===== config.mk =====
export PLATFORM = sky130hd
export DESIGN_NAME = instr_fetch_unit
export DESIGN_NICKNAME = d
export VERILOG_FILES = /design/src/rtl/instr_fetch_unit.sv
export SDC_FILE = /design/constraint.sdc
export NUM_CORES = 1
export LEC_CHECK = 0
export CAP_MARGIN = 10
export CORE_ASPECT_RATIO = 0.9
export CORE_UTILIZATION = 55
export DETAILED_ROUTE_END_ITERATION = 12
export PLACE_DENSITY = 0.87
export SYNTH_ARGS = -nofsm -noshare
export SYNTH_HDL_FRONTEND = slang
export SYNTH_SLANG_ARGS = --single-unit

===== constraint.sdc =====
create_clock -name clk -period 4.5 [get_ports clk]
set_input_delay 1.125 -clock clk [delete_from_list [all_inputs] [get_ports clk]]
set_output_delay 1.125 -clock clk [all_outputs]
set_load 0.02 [all_outputs]

===== src/rtl/instr_fetch_unit.sv =====
// Instruction fetch front end: sequential fetch, prefetch FIFO, redirect flush.
// Define FETCH_PERF_EN to add the perf_fetched / perf_flushed counters.
module instr_fetch_unit #(
    parameter int                ADDR_W   = 32,
    parameter int                DATA_W   = 32,
    parameter int                DEPTH    = 4,
    parameter logic [ADDR_W-1:0] RESET_PC = '0
) (
    input  logic              clk,
    input  logic              reset,
    output logic              imem_req_valid,
    input  logic              imem_req_ready,
    output logic [ADDR_W-1:0] imem_req_addr,
    input  logic              imem_rsp_valid,
    input  logic [DATA_W-1:0] imem_rsp_data,
    input  logic              redirect_valid,
    input  logic [ADDR_W-1:0] redirect_pc,
    output logic              instr_valid,
    input  logic              instr_ready,
    output logic [DATA_W-1:0] instr,
    output logic [ADDR_W-1:0] pc,
    output logic [ADDR_W-1:0] next_pc
`ifdef FETCH_PERF_EN
    ,
    output logic [31:0]       perf_fetched,
    output logic [31:0]       perf_flushed
`endif
);

    localparam int PTR_W  = $clog2(DEPTH);
    localparam int CNT_W  = PTR_W + 1;
    // Headroom for several back-to-back redirects while stale words drain.
    localparam int DROP_W = CNT_W + 4;
    localparam logic [CNT_W:0]    DEPTH_C = (CNT_W+1)'(DEPTH);
    localparam logic [ADDR_W-1:0] STEP    = ADDR_W'(4);

    typedef enum logic {
        RUN,
        DRAIN
    } state_t;

    state_t state_q, state_d;

    logic [ADDR_W-1:0] fetch_pc_q;
    logic [ADDR_W-1:0] rsp_pc_q;
    logic [CNT_W-1:0]  out_q;
    logic [CNT_W-1:0]  count_q;
    logic [DROP_W-1:0] drop_q, drop_d;
    logic [PTR_W-1:0]  rd_ptr_q;
    logic [PTR_W-1:0]  wr_ptr_q;

    logic [ADDR_W-1:0] fifo_pc   [DEPTH];
    logic [DATA_W-1:0] fifo_data [DEPTH];

    logic [ADDR_W-1:0] redirect_addr;
    logic [CNT_W:0]    occupancy;
    logic              req_fire;
    logic              rsp_take;
    logic              rsp_drop;
    logic              push;
    logic              pop;
    logic              unused_redirect_lsb;

    assign redirect_addr       = {redirect_pc[ADDR_W-1:2], 2'b00};
    assign unused_redirect_lsb = ^redirect_pc[1:0];

    assign occupancy      = {1'b0, count_q} + {1'b0, out_q};
    assign imem_req_valid = reset && !redirect_valid && (occupancy < DEPTH_C);
    assign imem_req_addr  = fetch_pc_q;
    assign req_fire       = imem_req_valid && imem_req_ready;

    assign rsp_take = imem_rsp_valid && (state_q == RUN);
    assign rsp_drop = imem_rsp_valid && (state_q == DRAIN);
    assign push     = rsp_take && !redirect_valid;

    assign instr_valid = (count_q != '0);
    assign pop         = instr_valid && instr_ready && !redirect_valid;

    // When empty, pc shows the address of the next word to arrive.
    assign instr   = instr_valid ? fifo_data[rd_ptr_q] : '0;
    assign pc      = instr_valid ? fifo_pc[rd_ptr_q] : rsp_pc_q;
    assign next_pc = pc + STEP;

    always_comb begin
        drop_d  = drop_q;
        state_d = state_q;
        if (redirect_valid) begin
            drop_d = drop_q - DROP_W'(rsp_drop)
                   + DROP_W'(out_q) - DROP_W'(rsp_take);
        end else if (rsp_drop) begin
            drop_d = drop_q - DROP_W'(1);
        end
        unique case (state_q)
            RUN: begin
                if (drop_d != '0) state_d = DRAIN;
            end
            DRAIN: begin
                if (drop_d == '0) state_d = RUN;
            end
        endcase
    end

    always_ff @(posedge clk or negedge reset) begin
        if (!reset) begin
            state_q    <= RUN;
            drop_q     <= '0;
            out_q      <= '0;
            count_q    <= '0;
            rd_ptr_q   <= '0;
            wr_ptr_q   <= '0;
            fetch_pc_q <= RESET_PC;
            rsp_pc_q   <= RESET_PC;
        end else begin
            state_q <= state_d;
            drop_q  <= drop_d;
            if (redirect_valid) begin
                out_q      <= '0;
                count_q    <= '0;
                rd_ptr_q   <= '0;
                wr_ptr_q   <= '0;
                fetch_pc_q <= redirect_addr;
                rsp_pc_q   <= redirect_addr;
            end else begin
                out_q   <= out_q + CNT_W'(req_fire) - CNT_W'(rsp_take);
                count_q <= count_q + CNT_W'(push) - CNT_W'(pop);
                if (req_fire) fetch_pc_q <= fetch_pc_q + STEP;
                if (push) begin
                    rsp_pc_q <= rsp_pc_q + STEP;
                    wr_ptr_q <= wr_ptr_q + 1'b1;
                end
                if (pop) rd_ptr_q <= rd_ptr_q + 1'b1;
            end
        end
    end

    always_ff @(posedge clk) begin
        if (push) begin
            fifo_pc[wr_ptr_q]   <= rsp_pc_q;
            fifo_data[wr_ptr_q] <= imem_rsp_data;
        end
    end

`ifdef FETCH_PERF_EN
    always_ff @(posedge clk or negedge reset) begin
        if (!reset) begin
            perf_fetched <= '0;
            perf_flushed <= '0;
        end else begin
            if (pop) perf_fetched <= perf_fetched + 32'd1;
            perf_flushed <= perf_flushed
                          + (redirect_valid ? 32'(count_q) : 32'd0)
                          + 32'(rsp_drop || (rsp_take && redirect_valid));
        end
    end
`endif

endmodule


# Word-level counts from Yosys, hierarchy flattened
# Memory sizes are Yosys's and may differ from the RTL's.
# Index checks and enable logic that the tools add are counted.
# Widths: inputs -> output; s select.
word_totals:
  ff_bits: 82
  memories: 2
  mem_bits_rw: 256
classes:
  bitwise: 1
  add_sub_neg: 14
  muxes: 19
  n_reduce_logical: 15
  magnitude_cmp: 1
mem_list:
  columns: ["name", "depth", "width", "read_ports", "rd_ports_with_merged_regs", "wr", "line", "rtl"]
  rows:
  - ["fifo_data", 4, 32, 1, 0, 1, "53", "logic [DATA_W-1:0] fifo_data [DEPTH];"]
  - ["fifo_pc", 4, 32, 1, 0, 1, "52", "logic [ADDR_W-1:0] fifo_pc [DEPTH];"]
op_table:
  columns: ["cell", "n"]
  rows:
  - ["$mux 32", 6]
  - ["$add 32x3->32 const B", 3]
  - ["$mux 7", 2]
  - ["$sub 7x1->7", 2]
  - ["$logic_and 1x1->1", 8]
  - ["$mux 2", 4]
  - ["$add 7x3->7", 1]
  - ["$logic_not 7->1", 1]
  - ["$reduce_bool 7->1", 1]
  - ["$sub 7x1->7 const B", 1]
  - ["$add 3x1->3", 2]
  - ["$mux 3", 2]
  - ["$reduce_bool 2->1", 3]
  - ["$sub 3x1->3", 2]
  - ["$add 2x1->2 const B", 2]
  - ["$add 3x3->4", 1]
  - ["$lt 4x3->1 const B", 1]
  - ["$mux 1", 4]
  - ["$reduce_bool 3->1", 1]
  - ["$pmux 1 s2", 1]
  - ["$logic_not 1->1", 1]
  - ["$not 1->1", 1]

# Depth between registers and ports, before layout
# Gate-level depths: netlist of run 1.
logic_depth:
  word_depth: 8
  mapped_depth: 16
  depth_no_buf: 14

# Worst setup path after synthesis of run 1
# No wires, ideal clock.
synth_timing:
  kind: "register to output"
  from: "register count_q[1]"
  to: "output next_pc[24]"
  arrival_time_ns: 3.638
  n_path_buf: 6
  slack_ns: -0.263
  stages_incl_launch_ff: 17
  path_cell_list: "dfrtp_1 -> nor3_4 -> inv_2 -> buf_4 -> buf_4 -> clkbuf_1 -> clkbuf_1 -> clkbuf_1 -> nand2_1 -> nand2_1 -> ha_1 -> and2_1 -> clkbuf_1 -> nand4b_1 -> or2_1 -> nor2_1 -> xor2_1"
synth_between:
  elab_chain_len: 3
synth_lines:
  columns: ["item", "line", "rtl"]
  rows:
  - ["start: declaration", "47", "logic [CNT_W-1:0] count_q;"]
  - ["start signal: assignment", "125", "count_q <= count_q + CNT_W'(push) - CNT_W'(pop);"]
  - ["$reduce_bool 3->1", "76", "assign instr_valid = (count_q != '0);"]
  - ["named net instr_valid", "18", "output logic instr_valid,"]
  - ["$mux 32", "81", "assign pc = instr_valid ? fifo_pc[rd_ptr_q] : rsp_pc_q;"]
  - ["named net pc[3]", "21", "output logic [ADDR_W-1:0] pc,"]
  - ["$add 32x3->32", "82", "assign next_pc = pc + STEP;"]
  - ["end: declaration", "22", "output logic [ADDR_W-1:0] next_pc"]
# The timed path passes the listed nets, and every way through them passes these cells.

# Final worst setup path of run 1
layout_timing:
  from: "register rd_ptr_q[0]"
  to: "output next_pc[31]"
layout_between:
  elab_chain_len: 3
layout_lines:
  columns: ["item", "line", "rtl"]
  rows:
  - ["start: declaration", "49", "logic [PTR_W-1:0] rd_ptr_q;"]
  - ["start signal: assignment", "131", "if (pop) rd_ptr_q <= rd_ptr_q + 1'b1;"]
  - ["$mem_v2 4x32", null, null]
  - ["$mux 32", "81", null]
  - ["$add 32x3->32", "82", null]
# Every way passes these cells.

==> results_dict.tcl, run 1 <==
set metrics [dict create \
    peakVddDrop_mv 0.2611 \
    cts-buffers-inserted 34 \
    setup_violations 0 \
    netlist_area_mm2 0.01494 \
    io_pins 200 \
    grt_pass1_vias 10060 \
    antenna_cells 0 \
    ys_types 59 \
    synthTopCellsByArea "edfxtp_1 (50%), dfrtp_1 (13%), mux4_2 (7.5%), nand2_1 (3.4%), xnor2_1 (2.8%)" \
    placedCellCount 1607 \
    fin_cells 1670 \
    vias 10000 \
    synth_seq_area_share_pct 62.91 \
    die_y_um 158.4 \
    hold_class "flip-flop to flip-flop" \
    syn_area_per_cell_um2 14.09 \
    cts_sinks 326 \
    p_leak_uw 0.006732 \
    die_x_um 175.7 \
    async_reset_ff_share_pct 23.93 \
    timing_hold_violations_final 0 \
    drt-total-wl_mm 36.40 \
    worstPathArrival_ps 3330 \
    core-area_mm2 0.02635 \
    cts_tree "yes" \
    place_area_mm2 0.01754 \
    grt_max_degree 75 \
    fin_crit_ps 4459 \
    crit_top_cell "or3_4" \
    initial_core_util_pct 56.71 \
    cts-root-buf "clkbuf_16" \
    path_cells "bufbuf_16 > mux4_2 > and2_1 > a21oi_1 > or3_4 > or3_4 > nand3b_1 > xnor2_1 > buf_4" \
    antenna_found_initial 0 \
    crit_fanout 16 \
    drc 0 \
    layout_common_cells "edfxtp_1 (248), clkdlybuf4s50_1 (164), nand2_1 (135)" \
    die-area_mm2 0.02783 \
    holdCritStartpoint "imem_req_addr[21]" \
    cpPeakStageDelay_ps 530 \
    worstReg2RegStart "count_q[2]" \
    fmax_mhz 224.3 \
    final_cell_area_mm2 0.01858 \
    std_cell_rows 56 \
    dr.pass1.iters 5 \
    crit_path_top_delay_cell "dfrtp_4" \
    layout_commonest_cell "edfxtp_1" \
    syn2layout_area_growth_pct 24.36 \
    synth-edff-count 248 \
    clk_latency_ps 520 \
    status "finished clean" \
    gp_routability_congestion 0.8420 \
    yosysTopAreaCell "edfxtp_1" \
    critPathLaunch "rd_ptr_q[0]" \
    criticalPathCategory "flip-flop to output pin" \
    p_per_area_mw_per_mm2 514.9 \
    maxSlewViolCount 0 \
    grt_pass1_wl_mm 55.86 \
    num-fill-cells 1655 \
    via_per_inst 5.989 \
    end_kind "output pin" \
    h-tree-depth 2 \
    crit_required_ps 3380 \
    overflow 0 \
    yosysTopAreaCellShare_pct 49.85 \
    maxCapViolations 0 \
    grt.total_usage_pct 26.64 \
    syn_inst 1060 \
    clockBufferDepth 3 \
    numPortBuffers 191 \
    synth_warnings 0 \
    fin_worst_skew_ps 17.32 \
    finalPower_uw 9566 \
    drtAntennaViolNets 0 \
    ys_seq_elements 326 \
    drt-wirelength-per-cell_um 21.80 \
    critPathLaunchType "flip-flop" \
    final_nets 1396 \
    setup-tns-final_ps 0 \
    finalCritPeriodShare_pct 99.08 \
    synthFlopType "edfxtp_1" \
    rsz0062_at_grt "true" \
    detailed_place_hpwl_mm 23.50 \
    drt_iter0_markers 930 \
    layout-drive-gt1-share_pct 15.73 \
    clk_pin_slew_ps 60 \
    tightest_slew_ps 1036 \
    maxSlewHeadroom_pct 30.71 \
]
worst paths after layout:
path                            slack, ps                 to  cells past startpoint
worst min-delay path                  560  imem_req_addr[21]                      1
worst max-delay path                   40        next_pc[31]                      9
max in group asynchronous            2790        rd_ptr_q[0]                      3
worst max register to register       1190           out_q[2]                     12
worst min register to register        560  imem_req_addr[21]                      1
min in group asynchronous             610  imem_req_addr[16]                      2
through the flow:
step / setup slack, ps / hold slack (ps) / utilization [%]
finish: 41.20 / 563.5 / 70.52
global route: -68.29 / 587.6 / 70.52
CTS: -1.872 / 561.0 / 70.67
detailed placement: 123.7 / 543.7 / 66.57
global placement: 224.9 / 518.2 / 66.57
floorplan: 55.11 / 474.2 / -
final cells by class:
class                           count  area [µm²]  area share [%]
Sequential cell                   326        9404           50.62
Multi-Input combinational cell    644        5177           27.87
Timing Repair Buffer              247        2380           12.81
Clock buffer                       42       900.9           4.849
Tap cell                          348       435.4           2.344
Inverter                           44       165.2          0.8889
Clock inverter                     19       116.4          0.6263
synth_stat cells (2+ instances only):
| library cell | instances |
|---|---|
| nand3_1 | 34 |
| nand3b_1 | 4 |
| buf_12 | 2 |
| o21a_1 | 2 |
| inv_1 | 43 |
| mux4_1 | 12 |
| o21ai_0 | 58 |
| a21oi_1 | 20 |
| and4_1 | 8 |
| and3_1 | 14 |
| buf_4 | 11 |
| and2_1 | 39 |
| nor3_1 | 8 |
| nor3b_1 | 2 |
| fa_1 | 4 |
| a31oi_1 | 6 |
| buf_1 | 2 |
| nand2b_1 | 2 |
| mux2i_1 | 11 |
| mux2_2 | 10 |
| nand2_1 | 136 |
| nor2b_1 | 9 |
| o311ai_0 | 11 |
| mux4_2 | 50 |
| xnor2_1 | 47 |
| dfrtp_1 | 78 |
| clkbuf_1 | 28 |
| nor4_1 | 2 |
| buf_2 | 7 |
| nor2_1 | 40 |
| ha_1 | 25 |
| nand4b_1 | 2 |
| or3_1 | 6 |
| o211ai_1 | 7 |
| a21o_1 | 2 |
| edfxtp_1 | 248 |
| nand4_1 | 19 |
| xor2_1 | 30 |
layer usage:
metal  wire, µm  global-route usage, %  vias up  share of wire, %
met1      14450                  36.08     4937                40
met3       3538                  4.990       78               9.7
met4       1009                  9.979        0               2.8
li1           -                      -     4404                 -
met2      17400                  43.33      582                48
met5          0                      0        -                 0
sequential cells by signal, summed over array words and instances (netlist names):
signal and flops:
fifo_data 128, out_q 3, imem_req_addr 30, drop_q 7, rd_ptr_q 2, wr_ptr_q 2, count_q 3, rsp_pc_q 30
state_q 1, fifo_pc 120
what timing repair did:
| item | 4_1_cts | 5_1_grt |
|---|---|---|
| pin swaps | 0 | 2 |
| hold buffers | 0 | 0 |
| hold endpoints to repair | 0 | 0 |
| cloned | 1 | 0 |
| setup buffers | 0 | 1 |
| setup endpoints to repair | 24 | 23 |
| gates resized for setup | 57 | 39 |
report_power, final:
| part | total (µW) | switching, µW | leakage [µW] | internal (µW) |
|---|---|---|---|---|
| sequential | 3560 | 165 | 0.00318 | 3390 |
| combinational | 3440 | 1890 | 0.00306 | 1560 |
| clock | 2570 | 1130 | 0.000493 | 1430 |
| total | 9570 | 3180 | 0.00673 | 6380 |
critical path: cells and delay by family (launching register included):
family                    cells  cell delay, ps
and+or+nand+nor               4            1130
DFF                           1             530
buffers and inverters         2             490
muxes                         1             370
xor gates and xnor gates      1             190
AOI/OAI and AO/OA             1             100
logic make-up after synthesis:
| kind of cell | synth area share (%) |
|---|---|
| and+or+nand+nor | 11.28 |
| DFF | 62.91 |
| AOI/OAI and AO/OA | 4.506 |
| buffers and inverters | 2.990 |
| muxes | 11.14 |
| xor gates and xnor gates | 4.514 |
| adders and majority gates | 2.630 |
| other | 0.02510 |
Note: power is estimated with default switching activity, not from simulation.
==> inputs of run 2 (changes only) <==
--- a/config.mk
+++ b/config.mk
@@ -10,6 +10,7 @@
 export CORE_UTILIZATION = 55
 export DETAILED_ROUTE_END_ITERATION = 12
 export PLACE_DENSITY = 0.87
+export SETUP_SLACK_MARGIN = 0.5
 export SYNTH_ARGS = -nofsm -noshare
 export SYNTH_HDL_FRONTEND = slang
 export SYNTH_SLANG_ARGS = --single-unit
==> results_dict.tcl, run 2 (synthesis results as in run 1) <==
set metrics [dict create \
    worstPathArrival_ps 3230 \
    crit_required_ps 3380 \
    numPortBuffers 191 \
    die_y_um 158.4 \
    setup-tns-final_ps 0 \
    cts_hold_buf 0 \
    layout-drive-gt1-share_pct 20.74 \
    grt.total_usage_pct 28.25 \
    clockBufferDepth 3 \
    reg.largest.list "fifo_data (128), fifo_pc (120)" \
    drtAntennaViolNets 0 \
    largest_register "fifo_data" \
    vias 10350 \
    die_x_um 175.7 \
    criticalPathCategory "flip-flop to output pin" \
    cts-root-buf "clkbuf_16" \
    largest_reg_flops 128 \
    cts_sinks 326 \
    critPathLaunchType "flip-flop" \
    rsz0062_at_grt "true" \
    via_per_inst 6.109 \
    io_pins 200 \
    dr.pass1.iters 5 \
    gp_routability_congestion 0.8603 \
    clk_pin_slew_ps 60 \
    p_leak_uw 0.006985 \
    final-seq-area_mm2 0.009407 \
    crit_family "simple AND/OR/NAND/NOR gates" \
    clk_latency_ps 510 \
    detailed_place_hpwl_mm 23.72 \
    h-tree-depth 2 \
    syn2layout_area_growth_pct 28.01 \
    maxSlewViolCount 0 \
    cts-buffers-inserted 34 \
    final_nets 1419 \
    maxCapViolations 0 \
    finalPower_uw 10120 \
    status "finished clean" \
    path_cells "buf_4 > mux4_2 > and2_4 > a21oi_4 > inv_2 > ha_4 > and2_1 > nand4b_1 > buf_6 > nand2b_1 > xnor2_1 > buf_4" \
    grt_pass1_vias 10330 \
    timing_hold_violations_final 0 \
    drt-wirelength-per-cell_um 23.38 \
    die-area_mm2 0.02783 \
    cts_tree "yes" \
    num-fill-cells 1606 \
    crit_path_top_delay_cell "dfrtp_4" \
    p_per_area_mw_per_mm2 529.3 \
    grt_pass1_wl_mm 59.02 \
    fmax_mhz 229.7 \
    setup_violations 0 \
    path_buf_inv 4 \
    antenna_found_initial 1 \
    postLayoutCoreUtil_pct 72.59 \
    peakVddDrop_mv 0.2952 \
    hold_class "flip-flop to flip-flop" \
    layout_common_cells "edfxtp_1 (248), clkdlybuf4s50_1 (157), nand2_1 (129)" \
    fin_crit_ps 4353 \
    drc 0 \
    drt-total-wl_mm 39.60 \
    crit_fanout 4 \
    multi_input_area_mm2 0.005378 \
    end_kind "output pin" \
    layout_commonest_cell "edfxtp_1" \
    core-area_mm2 0.02635 \
    std_cell_rows 56 \
    initial_core_util_pct 56.71 \
    cpPeakStageDelay_ps 500 \
    crit_top_cell "buf_4" \
    drt_iter0_markers 1130 \
    tightest_slew_ps 1051 \
    grt_max_degree 75 \
    overflow 0 \
    maxSlewHeadroom_pct 29.67 \
    fin_worst_skew_ps 14.35 \
    finalCritPeriodShare_pct 96.74 \
]
## run 2: cell types whose count changed in the layout (fill, tap and decap cells not counted), moves of 5 or more
| cell | previous run | this run |
|---|---|---|
| buf_4 | 49 | 83 |
| buf_6 | 1 | 9 |
| buf_2 | 8 | 1 |
| clkbuf_2 | 9 | 2 |
| clkdlybuf4s50_1 | 164 | 157 |
| nand2_1 | 135 | 129 |
| xnor2_1 | 47 | 41 |
| xnor2_2 | 0 | 6 |
| nand2_2 | 1 | 6 |
| nor2_1 | 37 | 32 |
| nor2_4 | 1 | 6 |
## run 2: stage by stage
step / hold WS, ps / instance area, µm² / cells / setup slack (ps)
final: 554.3 / 19120 / 1694 / 146.8
after global routing: 594.8 / 19120 / 1694 / 58.07
after CTS: 567.1 / 18910 / 1686 / 181.3
after detailed placement: 554.6 / 17560 / 1605 / 184.7
after global placement: 516.7 / 17560 / 1605 / 218.9
after floorplan: 474.2 / 15060 / 1065 / 507.0
## run 2: where the power goes
group	internal, µW	leakage [µW]	total (µW)	switching, µW
combinational	1770	0.00328	3820	2050
sequential	3390	0.00318	3570	177
clock	1600	0.000526	2740	1130
total	6760	0.00698	10100	3360
## run 2: path summary, 6_finish.rpt
path / from / to / slack, ps / cells after the start
setup / recovery: rd_ptr_q[0] / next_pc[16] / 150 / 12
max in group asynchronous: reset / rd_ptr_q[0] / 2820 / 3
min in group asynchronous: reset / imem_req_addr[10] / 690 / 2
hold reg to reg: drop_q[6] / drop_q[6] / 550 / 2
setup reg to reg: out_q[2] / out_q[2] / 1170 / 13
hold / removal: drop_q[6] / drop_q[6] / 550 / 2
## run 2: final cells by class
class                      instances  share of cell area (%)
sequential                       326                   49.19
multi-input combinational        644                   28.12
timing repair buffer             270                   13.85
clock buffer                      49                   5.234
tap                              348                   2.277
inverter                          44                  0.8767
clock inverter                    12                  0.4384
antenna                            1                 0.01309
## run 2: tightest hold or removal path: stages, from the launching register on
cell     delay, ps
dfrtp_1        350
nor3_1          60
nor2_1         100
## run 2: what timing repair did
item / CTS / global route
resized for setup: 174 / 50
buffers inserted: 17 / 7
hold endpoints to repair: 0 / 0
pin swaps: 17 / 12
cloned: 3 / 0
endpoints found under the setup margin: 62 / 60
## run 2: layer usage
layer,vias up,GRT usage [%],wire [µm]
li1,4461,-,-
met1,5095,39.14,15320
met2,699,46.06,19280
met3,93,4.394,3950
met4,0,9.731,1060
met5,-,0,0
==> inputs of run 3 (changes only) <==
--- a/config.mk
+++ b/config.mk
@@ -7,9 +7,9 @@
 export LEC_CHECK = 0
 export CAP_MARGIN = 10
 export CORE_ASPECT_RATIO = 0.9
-export CORE_UTILIZATION = 55
+export CORE_UTILIZATION = 50
 export DETAILED_ROUTE_END_ITERATION = 12
-export PLACE_DENSITY = 0.87
+export PLACE_DENSITY = 0.83
 export SETUP_SLACK_MARGIN = 0.5
 export SYNTH_ARGS = -nofsm -noshare
 export SYNTH_HDL_FRONTEND = slang
==> constraint.sdc (replaced) <==
create_clock -name clk -period 3.9 [get_ports clk]
set_input_delay 0.975 -clock clk [delete_from_list [all_inputs] [get_ports clk]]
set_output_delay 0.975 -clock clk [all_outputs]
set_load 0.02 [all_outputs]
==> results_dict.tcl, run 3 (synthesis results as in run 1) <==
set metrics [dict create \
    layout_common_cells "edfxtp_1 (248), nand2_1 (117), buf_4 (107)" \
    io_pins 200 \
    fin_crit_ps 4179 \
    fin_worst_skew_ps 19.03 \
    die_x_um 184.2 \
    vias 10420 \
    grt_pass1_wl_mm 58.57 \
    die_y_um 166.0 \
    tightest_slew_ps 1104 \
    drtAntennaViolNets 0 \
    initial_core_util_pct 51.23 \
    crit_path_top_delay_cell "dfrtp_4" \
    cpPeakStageDelay_ps 550 \
    postLayoutCoreUtil_pct 69.21 \
    end_kind "output pin" \
    cts_tree "yes" \
    grt.total_usage_pct 24.94 \
    cts-buffers-inserted 35 \
    multi_input_area_mm2 0.005778 \
    clk_latency_ps 510 \
    violations "negative setup slack" \
    critPathLaunchType "flip-flop" \
    reg.largest.list "fifo_data (128), fifo_pc (120)" \
    finalPower_uw 12410 \
    num-fill-cells 1860 \
    path_cells "buf_12 > buf_12 > mux4_2 > nand4_1 > a21oi_2 > nand3_1 > or3_4 > nand3b_1 > xnor2_2 > buf_4" \
    placedCellCount 1697 \
    pre_cts_ws_ps -185.6 \
    antenna_found_initial 1 \
    p_per_area_mw_per_mm2 614.9 \
    drt-wirelength-per-cell_um 21.79 \
    largest_register "fifo_data" \
    numPortBuffers 191 \
    overflow 0 \
    clk_pin_slew_ps 60 \
    std_cell_rows 59 \
    cts-root-buf "clkbuf_16" \
    worstPathArrival_ps 3200 \
    peakVddDrop_mv 0.3612 \
    crit_fanout 5 \
    largest_reg_flops 128 \
    fin_cells 1805 \
    syn2layout_area_growth_pct 35.08 \
    maxSlewHeadroom_pct 26.15 \
    die-area_mm2 0.03058 \
    timing_hold_violations_final 0 \
    cts_sinks 326 \
    grt_max_degree 75 \
    final-seq-area_mm2 0.009404 \
    drt-total-wl_mm 39.32 \
    layout-drive-gt1-share_pct 33.85 \
    drt_iter0_markers 941 \
    finalCritPeriodShare_pct 107.2 \
    crit_top_cell "buf_12" \
    hold_class "input port to asynchronous set/reset pin" \
    p_leak_uw 0.007648 \
    fmax_mhz 239.3 \
    status "complete, but fails checks" \
    core-area_mm2 0.02916 \
    cts_hold_buf 0 \
    detailed_place_hpwl_mm 23.02 \
    layout_commonest_cell "edfxtp_1" \
    grt_pass1_vias 10490 \
    clockBufferDepth 3 \
    layout_setup_ws_ps -278.9 \
    final_nets 1483 \
    h-tree-depth 2 \
    maxCapViolations 0 \
    drc 0 \
    crit_required_ps 2920 \
    dr.pass1.iters 8 \
    via_per_inst 5.771 \
    antenna_cells 0 \
    rsz0062_at_grt "true" \
    maxSlewViolCount 0 \
    reg2reg_depth 11 \
    gp_routability_congestion 0.8640 \
    criticalPathCategory "flip-flop to output pin" \
    setup_violations 22 \
]
[run 3: cell types whose count changed in the layout (fill, tap and decap cells not counted), sizes merged, moves of 2 or more]
cell and delta:
bufinv +2, dlymetal6s2s -2, buf +112, dlygate4sd2 +3
clkdlybuf4s50 -61, clkbuf +10
[run 3: worst max-delay path, delay by kind of cell, from the launching register on]
| family | cells | cell delay (ps) |
|---|---|---|
| DFF | 1 | 550 |
| and+or+nand+nor | 4 | 930 |
| AOI/OAI and AO/OA | 1 | 260 |
| buffers and inverters | 3 | 460 |
| xor gates and xnor gates | 1 | 150 |
| muxes | 1 | 360 |
[run 3: area by class of cell]
type / count / area share, %
Clock inverter: 14 / 0.7316
Clock buffer: 48 / 4.631
Tap cell: 396 / 2.455
Sequential cell: 326 / 46.60
Multi-Input combinational cell: 644 / 28.63
Timing Repair Buffer: 333 / 16.13
Inverter: 44 / 0.8184
[run 3: through the flow]
stage / cell area [µm²] / hold slack, ps / setup TNS (ps)
floorplan: 15200 / 474.2 / 0
detailed placement: 18100 / 495.1 / -2238
CTS: 19870 / 548.1 / -2230
global placement: 18100 / 487.6 / -1395
global route: 20180 / 580.4 / -4906
finish: 20180 / 567.9 / -3455
[run 3: layer usage]
metal / GRT usage (%) / share of wire (%)
met5: 0 / 0
met4: 7.210 / 2.9
met3: 4.890 / 9.1
met2: 39.92 / 48
met1: 34.81 / 40
[run 3: report_power, final]
group	switching, µW	internal (µW)	leakage [µW]
sequential	196	3910	0.00318
clock	1290	1880	0.000519
combinational	2620	2510	0.00395
total	4110	8300	0.00765
[run 3: worst paths after layout]
kind | from | slack [ps] | end
min in group clk | drop_q[6] | 570 | drop_q[6]
hold reg to reg | drop_q[6] | 570 | drop_q[6]
max in group asynchronous | reset | 2330 | rd_ptr_q[0]
setup / recovery | rd_ptr_q[0] | -280 | next_pc[31]
hold / removal | reset | 570 | imem_req_addr[16]
setup reg to reg | count_q[2] | 690 | imem_req_addr[24]
[run 3: timing repair]
action                     in CTS  in global routing
gates resized for setup       517                115
pin swaps                      39                 20
buffers inserted               31                 10
cloned                          5                  0
setup endpoints to repair      95                 80
